===== config.mk =====
export PLATFORM = sky130hd
export DESIGN_NAME = mem_arbiter
export DESIGN_NICKNAME = d
export VERILOG_FILES = /design/src/rtl/robin_pkg.sv /design/src/rtl/mem_arbiter.sv
export SDC_FILE = /design/constraint.sdc
export NUM_CORES = 1
export LEC_CHECK = 0
export ABC_AREA = 1
export CAP_MARGIN = 40
export CORE_UTILIZATION = 36
export DETAILED_ROUTE_END_ITERATION = 16
export GPL_TIMING_DRIVEN = 0
export PLACE_DENSITY_LB_ADDON = 0.1
export SLEW_MARGIN = 0
export SYNTH_ARGS = -nofsm -noshare
export SYNTH_HDL_FRONTEND = slang
export SYNTH_SLANG_ARGS = --single-unit
export TNS_END_PERCENT = 50

===== constraint.sdc =====
create_clock -name clk -period 1.4 [get_ports clk]
set_input_delay 0.28 -clock clk [delete_from_list [all_inputs] [get_ports clk]]
set_output_delay 0.28 -clock clk [all_outputs]
set_load 0.01 [all_outputs]

===== src/rtl/robin_pkg.sv =====
// Shared definitions for the memory arbiter: FSM state encoding and host command codes.
package robin_pkg;

    typedef enum logic [2:0] {
        CPU_RUN    = 3'd0,
        HALT_WAIT  = 3'd1,
        HOST_IDLE  = 3'd2,
        HOST_READ1 = 3'd3,
        HOST_READ2 = 3'd4,
        HOST_WRITE = 3'd5,
        RESTART    = 3'd6
    } state_t;

    typedef enum logic [1:0] {
        CMD_READ  = 2'd0,
        CMD_WRITE = 2'd1,
        CMD_RUN   = 2'd2,
        CMD_STOP  = 2'd3
    } host_cmd_t;

    // The CPU drives the RAM port only while it runs or is being asked to halt.
    function automatic logic cpu_owns(input state_t s);
        return (s == CPU_RUN) || (s == HALT_WAIT);
    endfunction

endpackage


===== src/rtl/mem_arbiter.sv =====
// Arbitrates a single-port-pair RAM between a CPU and a host debug port.
// The host halts the CPU before touching RAM, and can restart it at any address.
module mem_arbiter
    import robin_pkg::*;
#(
    parameter int addr_width = 9
) (
    input  logic                  clk,
    input  logic                  reset,
    // CPU side
    input  logic [addr_width-1:0] cpu_raddr,
    input  logic [addr_width-1:0] cpu_waddr,
    input  logic                  cpu_write,
    input  logic [7:0]            cpu_data_in,
    output logic [7:0]            cpu_data_out,
    output logic                  cpu_halt,
    input  logic                  cpu_halted,
    output logic                  cpu_reset,
    output logic [addr_width-1:0] cpu_start_address,
    // RAM side
    output logic [addr_width-1:0] ram_raddr,
    output logic [addr_width-1:0] ram_waddr,
    output logic                  ram_write,
    output logic [7:0]            ram_data_in,
    input  logic [7:0]            ram_data_out,
    // Host side
    input  logic                  host_req,
    input  logic [1:0]            host_cmd,
    input  logic [addr_width-1:0] host_addr,
    input  logic [7:0]            host_wdata,
    output logic                  host_ack,
    output logic [7:0]            host_rdata,
    output logic                  host_owner
);

    state_t                  state_reg,   state_next;
    host_cmd_t               cmd_reg,     cmd_next;
    logic [addr_width-1:0]   addr_reg,    addr_next;
    logic [7:0]              wdata_reg,   wdata_next;
    logic [addr_width-1:0]   start_reg,   start_next;
    logic [7:0]              rdata_reg,   rdata_next;
    logic                    ack_reg,     ack_next;
    logic                    pending_reg, pending_next;
    logic                    accept;

    // Read data goes straight back to the CPU regardless of ownership.
    assign cpu_data_out = ram_data_out;

    // State and host-side register update; reset discards any in-flight request.
    always_ff @(posedge clk) begin
        if (reset) begin
            state_reg   <= HOST_IDLE;
            cmd_reg     <= CMD_READ;
            addr_reg    <= '0;
            wdata_reg   <= '0;
            start_reg   <= '0;
            rdata_reg   <= '0;
            ack_reg     <= 1'b0;
            pending_reg <= 1'b0;
        end else begin
            state_reg   <= state_next;
            cmd_reg     <= cmd_next;
            addr_reg    <= addr_next;
            wdata_reg   <= wdata_next;
            start_reg   <= start_next;
            rdata_reg   <= rdata_next;
            ack_reg     <= ack_next;
            pending_reg <= pending_next;
        end
    end

    // Next-state logic: request acceptance, command latching and sequencing.
    always_comb begin
        state_next   = state_reg;
        cmd_next     = cmd_reg;
        addr_next    = addr_reg;
        wdata_next   = wdata_reg;
        start_next   = start_reg;
        rdata_next   = rdata_reg;
        ack_next     = 1'b0;
        pending_next = pending_reg;

        // The ack-cycle guard stops a still-held host_req from being taken twice.
        accept = host_req && !ack_reg &&
                 ((state_reg == CPU_RUN) || ((state_reg == HOST_IDLE) && !pending_reg));

        if (accept) begin
            cmd_next   = host_cmd_t'(host_cmd);
            addr_next  = host_addr;
            wdata_next = host_wdata;
            if (host_cmd_t'(host_cmd) == CMD_RUN)
                start_next = host_addr;
        end

        case (state_reg)
            CPU_RUN: begin
                if (accept)
                    state_next = (host_cmd_t'(host_cmd) == CMD_RUN) ? RESTART : HALT_WAIT;
            end
            HALT_WAIT: begin
                // A STOP is finished once the CPU is halted; READ/WRITE run from HOST_IDLE.
                if (cpu_halted) begin
                    state_next = HOST_IDLE;
                    if (cmd_reg == CMD_STOP)
                        ack_next = 1'b1;
                    else
                        pending_next = 1'b1;
                end
            end
            HOST_IDLE: begin
                if (pending_reg) begin
                    pending_next = 1'b0;
                    state_next   = (cmd_reg == CMD_READ) ? HOST_READ1 : HOST_WRITE;
                end else if (accept) begin
                    case (host_cmd_t'(host_cmd))
                        CMD_READ:  state_next = HOST_READ1;
                        CMD_WRITE: state_next = HOST_WRITE;
                        CMD_RUN:   state_next = RESTART;
                        CMD_STOP:  ack_next   = 1'b1;
                        default:   state_next = HOST_IDLE;
                    endcase
                end
            end
            HOST_READ1: state_next = HOST_READ2;
            HOST_READ2: begin
                rdata_next = ram_data_out;
                ack_next   = 1'b1;
                state_next = HOST_IDLE;
            end
            HOST_WRITE: begin
                ack_next   = 1'b1;
                state_next = HOST_IDLE;
            end
            RESTART: begin
                ack_next   = 1'b1;
                state_next = CPU_RUN;
            end
            default: state_next = HOST_IDLE;
        endcase
    end

    // Output logic: RAM port mux, CPU control and host status.
    always_comb begin
        host_owner        = !cpu_owns(state_reg);
        cpu_halt          = !((state_reg == CPU_RUN) || (state_reg == RESTART));
        cpu_reset         = reset || (state_reg == RESTART);
        cpu_start_address = start_reg;
        host_ack          = ack_reg;
        host_rdata        = rdata_reg;
        if (cpu_owns(state_reg)) begin
            ram_raddr   = cpu_raddr;
            ram_waddr   = cpu_waddr;
            ram_write   = cpu_write;
            ram_data_in = cpu_data_in;
        end else begin
            ram_raddr   = addr_reg;
            ram_waddr   = addr_reg;
            ram_write   = (state_reg == HOST_WRITE);
            ram_data_in = wdata_reg;
        end
    end

endmodule


# Word-level counts from Yosys, hierarchy flattened
# Cells that the tools add are included.
[totals]
latchBits = 0
in_bits = 58
mem_count = 0
wordCells = 63
rom_bits = 0
ram_bits = 0
register_bits = 41
[op_classes]
reduce_logical = 19
n_mux = 21
shift = 0
add_sub_neg = 0
n_bitwise = 0
n_div = 0
n_lt_le_gt_ge = 0
n_mul = 0
eq_ne = 15
[ops]
columns = ["op", "n"]
rows = [
  ["$mux W3", 6],
  ["$mux W9", 2],
  ["$pmux W3 S5", 1],
  ["$eq A3 B3 Y1 const B", 3],
  ["$pmux W3 S3", 1],
  ["$mux W1", 8],
  ["$mux W8", 1],
  ["$eq A2 B2 Y1 const B", 3],
  ["$eq A3 B2 Y1 const B", 2],
  ["$ne A2 B2 Y1 const B", 3],
  ["$ne A5 B2 Y1 const B", 1],
  ["$logic_not A1 Y1", 4],
  ["$logic_not A2 Y1", 2],
  ["$logic_or A1 B1 Y1", 4],
  ["$reduce_and A4 Y1", 1],
  ["$eq A3 B1 Y1 const B", 1],
  ["$logic_and A1 B1 Y1", 3],
  ["$logic_not A3 Y1", 1],
  ["$ne A3 B3 Y1 const B", 1],
  ["$pmux W1 S3", 1],
  ["$reduce_and A3 Y1", 1],
  ["$reduce_or A3 Y1", 1],
  ["$eq A2 B1 Y1 const B", 1],
  ["$pmux W1 S2", 1],
  ["other kinds (2)", 2],
]

# Logic depth before layout (Yosys ltp)
[logic_depth]
ltp_word = 7
ltp_mapped = 9

# Worst setup path after synthesis
# No wires, ideal clock.
[synth_timing]
path_type = "reg2out"
from = "register state_reg[2]"
to = "output port ram_data_in[3]"
path_slack_ns = -0.024
t_arrival_ns = 1.144
stages_incl_launch_ff = 8
cell_sequence = "dfxtp_1 inv_2 buf_2 nand2_2 inv_2 buf_2 nand2_1 nand2_1"
[synth_via]
elab_chain_cells = 3
word_cells_on_any_way = 4
[synth_rtl]
columns = ["element", "line", "text"]
rows = [
  ["start: declaration", "mem_arbiter.sv:36", "state_t state_reg, state_next;"],
  ["start signal: assignment", "mem_arbiter.sv:61", "state_reg <= state_next;"],
  ["$eq A3 B1 Y1 / $logic_not A3 Y1 (equally long branches)", "robin_pkg.sv:23", "return (s == CPU_RUN) || (s == HALT_WAIT);"],
  ["$logic_or A1 B1 Y1 (*)", "robin_pkg.sv:23", ""],
  ["$mux W8 (*)", "mem_arbiter.sv:150", "if (cpu_owns(state_reg)) begin"],
  ["end: declaration", "mem_arbiter.sv:24", "output logic [7:0] ram_data_in,"],
]
# Every way passes the cells marked *; elsewhere a longest branch is shown, timed or not.

# Final worst setup path
[layout_timing]
from = "register state_reg[2]"
to = "output port ram_waddr[0]"
[layout_via]
elab_chain_cells = 3
word_cells_on_any_way = 4
[layout_rtl]
columns = ["element", "line", "text"]
rows = [
  ["$eq A3 B1 Y1 / $logic_not A3 Y1 (equally long branches)", "robin_pkg.sv:23", ""],
  ["$logic_or A1 B1 Y1 (*)", "robin_pkg.sv:23", ""],
  ["$mux W9 (*)", "mem_arbiter.sv:150", ""],
  ["end: declaration", "mem_arbiter.sv:22", "output logic [addr_width-1:0] ram_waddr,"],
]
# Marked as above.

==> flow_summary.toml <==
[drt]
vias = 2679
drc = 0
wire_per_inst_um = 12.7
wl_met3_um = 611
met2WireLength_mm = 3.65
ant_nets = 0
met1_length_mm = 2.80
drt-initial-drc-count = 142
wirelength_mm = 7.18
route.top_layer_used = "met4"
vias_per_cell = 4.72
dr.pass1.iters = 4

[clocking]
clk_pin_slew_ns = 0.08
cts.path.max_buffers = 2
cts_hold_buffers = 0
cts.sinks = 41
htreeDepth = 2
numCtsBuffers = 5
cts_tree = "done"
root_buffer = "clkbuf_8"
clkLatencyLatePin_ns = 0.30

[power_and_ir_drop]
switching_share = 0.420
p_leak_nw = 2.01
finalPower_mw = 6.77
p_comb_frac = 0.604
power_density_nw_per_um2 = 1740
clockPowerShare = 0.138
internal_power_mw = 3.92
power_switching_mw = 2.85
vdd_ir_drop_max_v = 0.000898
seqPwrFrac = 0.258

[place]
gp_congestion = 0.808
io_buffers = 113
place_hpwl_mm = 4.96
dpl_cell_area_um2 = 3460

[floorplan]
chipHeight_um = 80.8
start_util = 0.375
dieArea_um2 = 6530
core_um2 = 5960
io-pin-count = 114
rows = 28
die_x_um = 80.8

[global_routing]
grt-ovfl-total = 0
grt_max_degree = 13
gr-usage-all-layers = 0.221
antenna_found_initial = 0
first_global_vias = 2555
grt_pass1_wl_mm = 11.1

[synthesis]
ys_seq_area_frac = 0.367
syn_inst = 357
synth_seq_cells = 41
synth_area_per_cell_um2 = 6.26
yosys_warnings = 0
syn_nets = 420
synth_cell_types = 21
syn_area_um2 = 2240

[timing]
tightest_slew_ns = 0.626
hold_violations = 0
slew_violations = 0
holdWs_ns = 0.306
worst_slack_ns = -0.271
rsz0062_at_grt = "yes"
max-slew-margin-rel = 0.583
setup_viol = 34
finalCritPeriodShare = 1.19
fmax_ghz = 0.598
period_needed_ns = 1.67
fin_skew_ns = 0.00508
fin_tns_setup_ns = -6.87

[final_layout]
post-route-cell-area_um2 = 3900
diodes = 0
drive_above_1_share = 0.291
fin_util = 0.655
area.growth.synth_to_final_pct = 74.4
nNetsFinal = 555
fillCellCount = 550

[job]
drv_cap = 0

[critical_path]
cp.required_ns = 1.12
critPathSlowestCell = "dfxtp_4"
crit_type = "reg2out"
startpoint_type = "register"
worstSetupEndpointType = "primary output"
r2r_slack_ns = -0.09
cpPeakStageDelay_ns = 0.36
path_cells = "inv_4 > buf_6 > nand2_8 > buf_6 > buf_6 > nand2_2 > nand2_1 > buf_2"
r2r_start = "state_reg[2]$_SDFFE_PP0P_"
arrival_ns = 1.39
crit_path_frequent_cell = "buf_6"
rr_worst_depth = 10
reg2reg_to = "state_reg[0]$_SDFFE_PP0P_"
cp_max_fo = 4

[outcome]
status = "finished, violations left"
violations = "setup timing"

[min_path]
hold-path-endpoint = "state_reg[2]$_SDFFE_PP0P_"
hold_path.class = "in2reg"
hold_start = "reset"
min_path_cells = 2
==> what timing repair did <==
action	4_1_cts	5_1_grt
pin swaps	0	6
setup endpoints to repair	79	64
cloned	2	1
setup buffers	11	6
resized for setup	204	79
==> layer usage <==
metal / up-vias / global-route usage
li1: 1354 / -
met4: 0 / 0.0714
met1: 1215 / 0.245
met5: - / 0
met3: 11 / 0.0494
met2: 99 / 0.411
==> through the flow <==
step / worst slack, ns / cells
2_1_floorplan: -0.0244 / 357
3_3_place_gp: -1.20 / 545
3_5_place_dp: -1.19 / 545
4_1_cts: -0.312 / 565
5_1_grt: -0.300 / 567
6_report: -0.271 / 567
==> final cells by class <==
| cell class | instances | area, um^2 | area share |
|---|---|---|---|
| repair buffers | 129 | 1160 | 0.298 |
| clock inverters | 2 | 35.0 | 0.00898 |
| flip-flops and latches | 41 | 832 | 0.213 |
| well taps | 75 | 93.8 | 0.0241 |
| clock buffers | 5 | 68.8 | 0.0176 |
| inverters | 44 | 185 | 0.0475 |
| multi-input cells | 250 | 1330 | 0.342 |
| plain buffers | 21 | 191 | 0.0491 |
==> worst max-delay path: cells and delay by family, from the launching register on <==
kind	cells	cell delay (ns)
flops	1	0.36
simple gates	3	0.19
buf+inv	5	0.53
==> synth_stat cells <==
cell	instances	area [um^2]
nand2_1	107	402
nor2_1	73	274
dfxtp_1	41	821
inv_1	40	150
o21ai_0	23	115
nand3_1	11	55.1
nand4_1	10	62.6
o21ai_1	10	50.1
buf_4	8	60.1
clkbuf_1	6	22.5
ha_1	5	62.6
buf_2	4	20.0
buf_6	4	45.0
inv_2	3	11.3
nand2_2	3	18.8
nor2_2	3	18.8
a21oi_1	2	10.0
a211oi_1	1	7.51
clkinv_2	1	5.00
nand3_4	1	17.5
nand3b_1	1	7.51
==> power groups by stage <==
stage,combinational [mW],clock [mW],sequential (mW)
floorplan,1.92,0,1.71
global placement,3.44,0,1.70
detailed placement,3.48,0,1.71
CTS,3.60,0.964,1.70
global route,4.48,0.997,1.79
finish,4.09,0.934,1.75
==> how the worst max path moves through the flow <==
stage	start	to	depth (start not counted)
after global placement	reset	cpu_reset	6
after CTS	state_reg[2]$_SDFFE_PP0P_	ram_raddr[1]	9
final	state_reg[2]$_SDFFE_PP0P_	ram_waddr[0]	8
after detailed placement	reset	cpu_reset	6
after global routing	state_reg[2]$_SDFFE_PP0P_	ram_waddr[0]	8
after floorplan	state_reg[2]$_SDFFE_PP0P_	ram_data_in[3]	7
==> cells in the final DEF, fill, tap and decap left out, types with 2 or more instances in the layout <==
cell type        instances
clkdlybuf4s15_1          3
nor2_2                   2
buf_8                    3
nor2_4                   3
buf_6                   19
nand2_4                 13
inv_4                    3
buf_2                   25
inv_1                   39
nand3_2                  2
nand4_1                 10
nor2_1                  71
nand2_2                 29
dfxtp_4                  3
ha_1                     5
dfxtp_1                 38
o21ai_1                  8
dlygate4sd2_1           19
clkdlybuf4s50_1         54
clkbuf_1                 2
o21ai_2                  5
o21ai_0                 20
nand3_1                  9
buf_12                   2
nand2_1                 67
buf_4                   20
clkbuf_8                 6
==> cells by family (layout without fill, tap and decap cells) <==
family	Yosys count	after routing	synth area share
AND/OR/NAND/NOR	209	209	0.383
buffers and inverters	66	201	0.140
flip-flops	41	41	0.367
AO/OA/AOI/OAI	36	36	0.0817
adder cells (fa/ha/maj)	5	5	0.0280
Note: power is estimated with default switching activity, not from simulation.
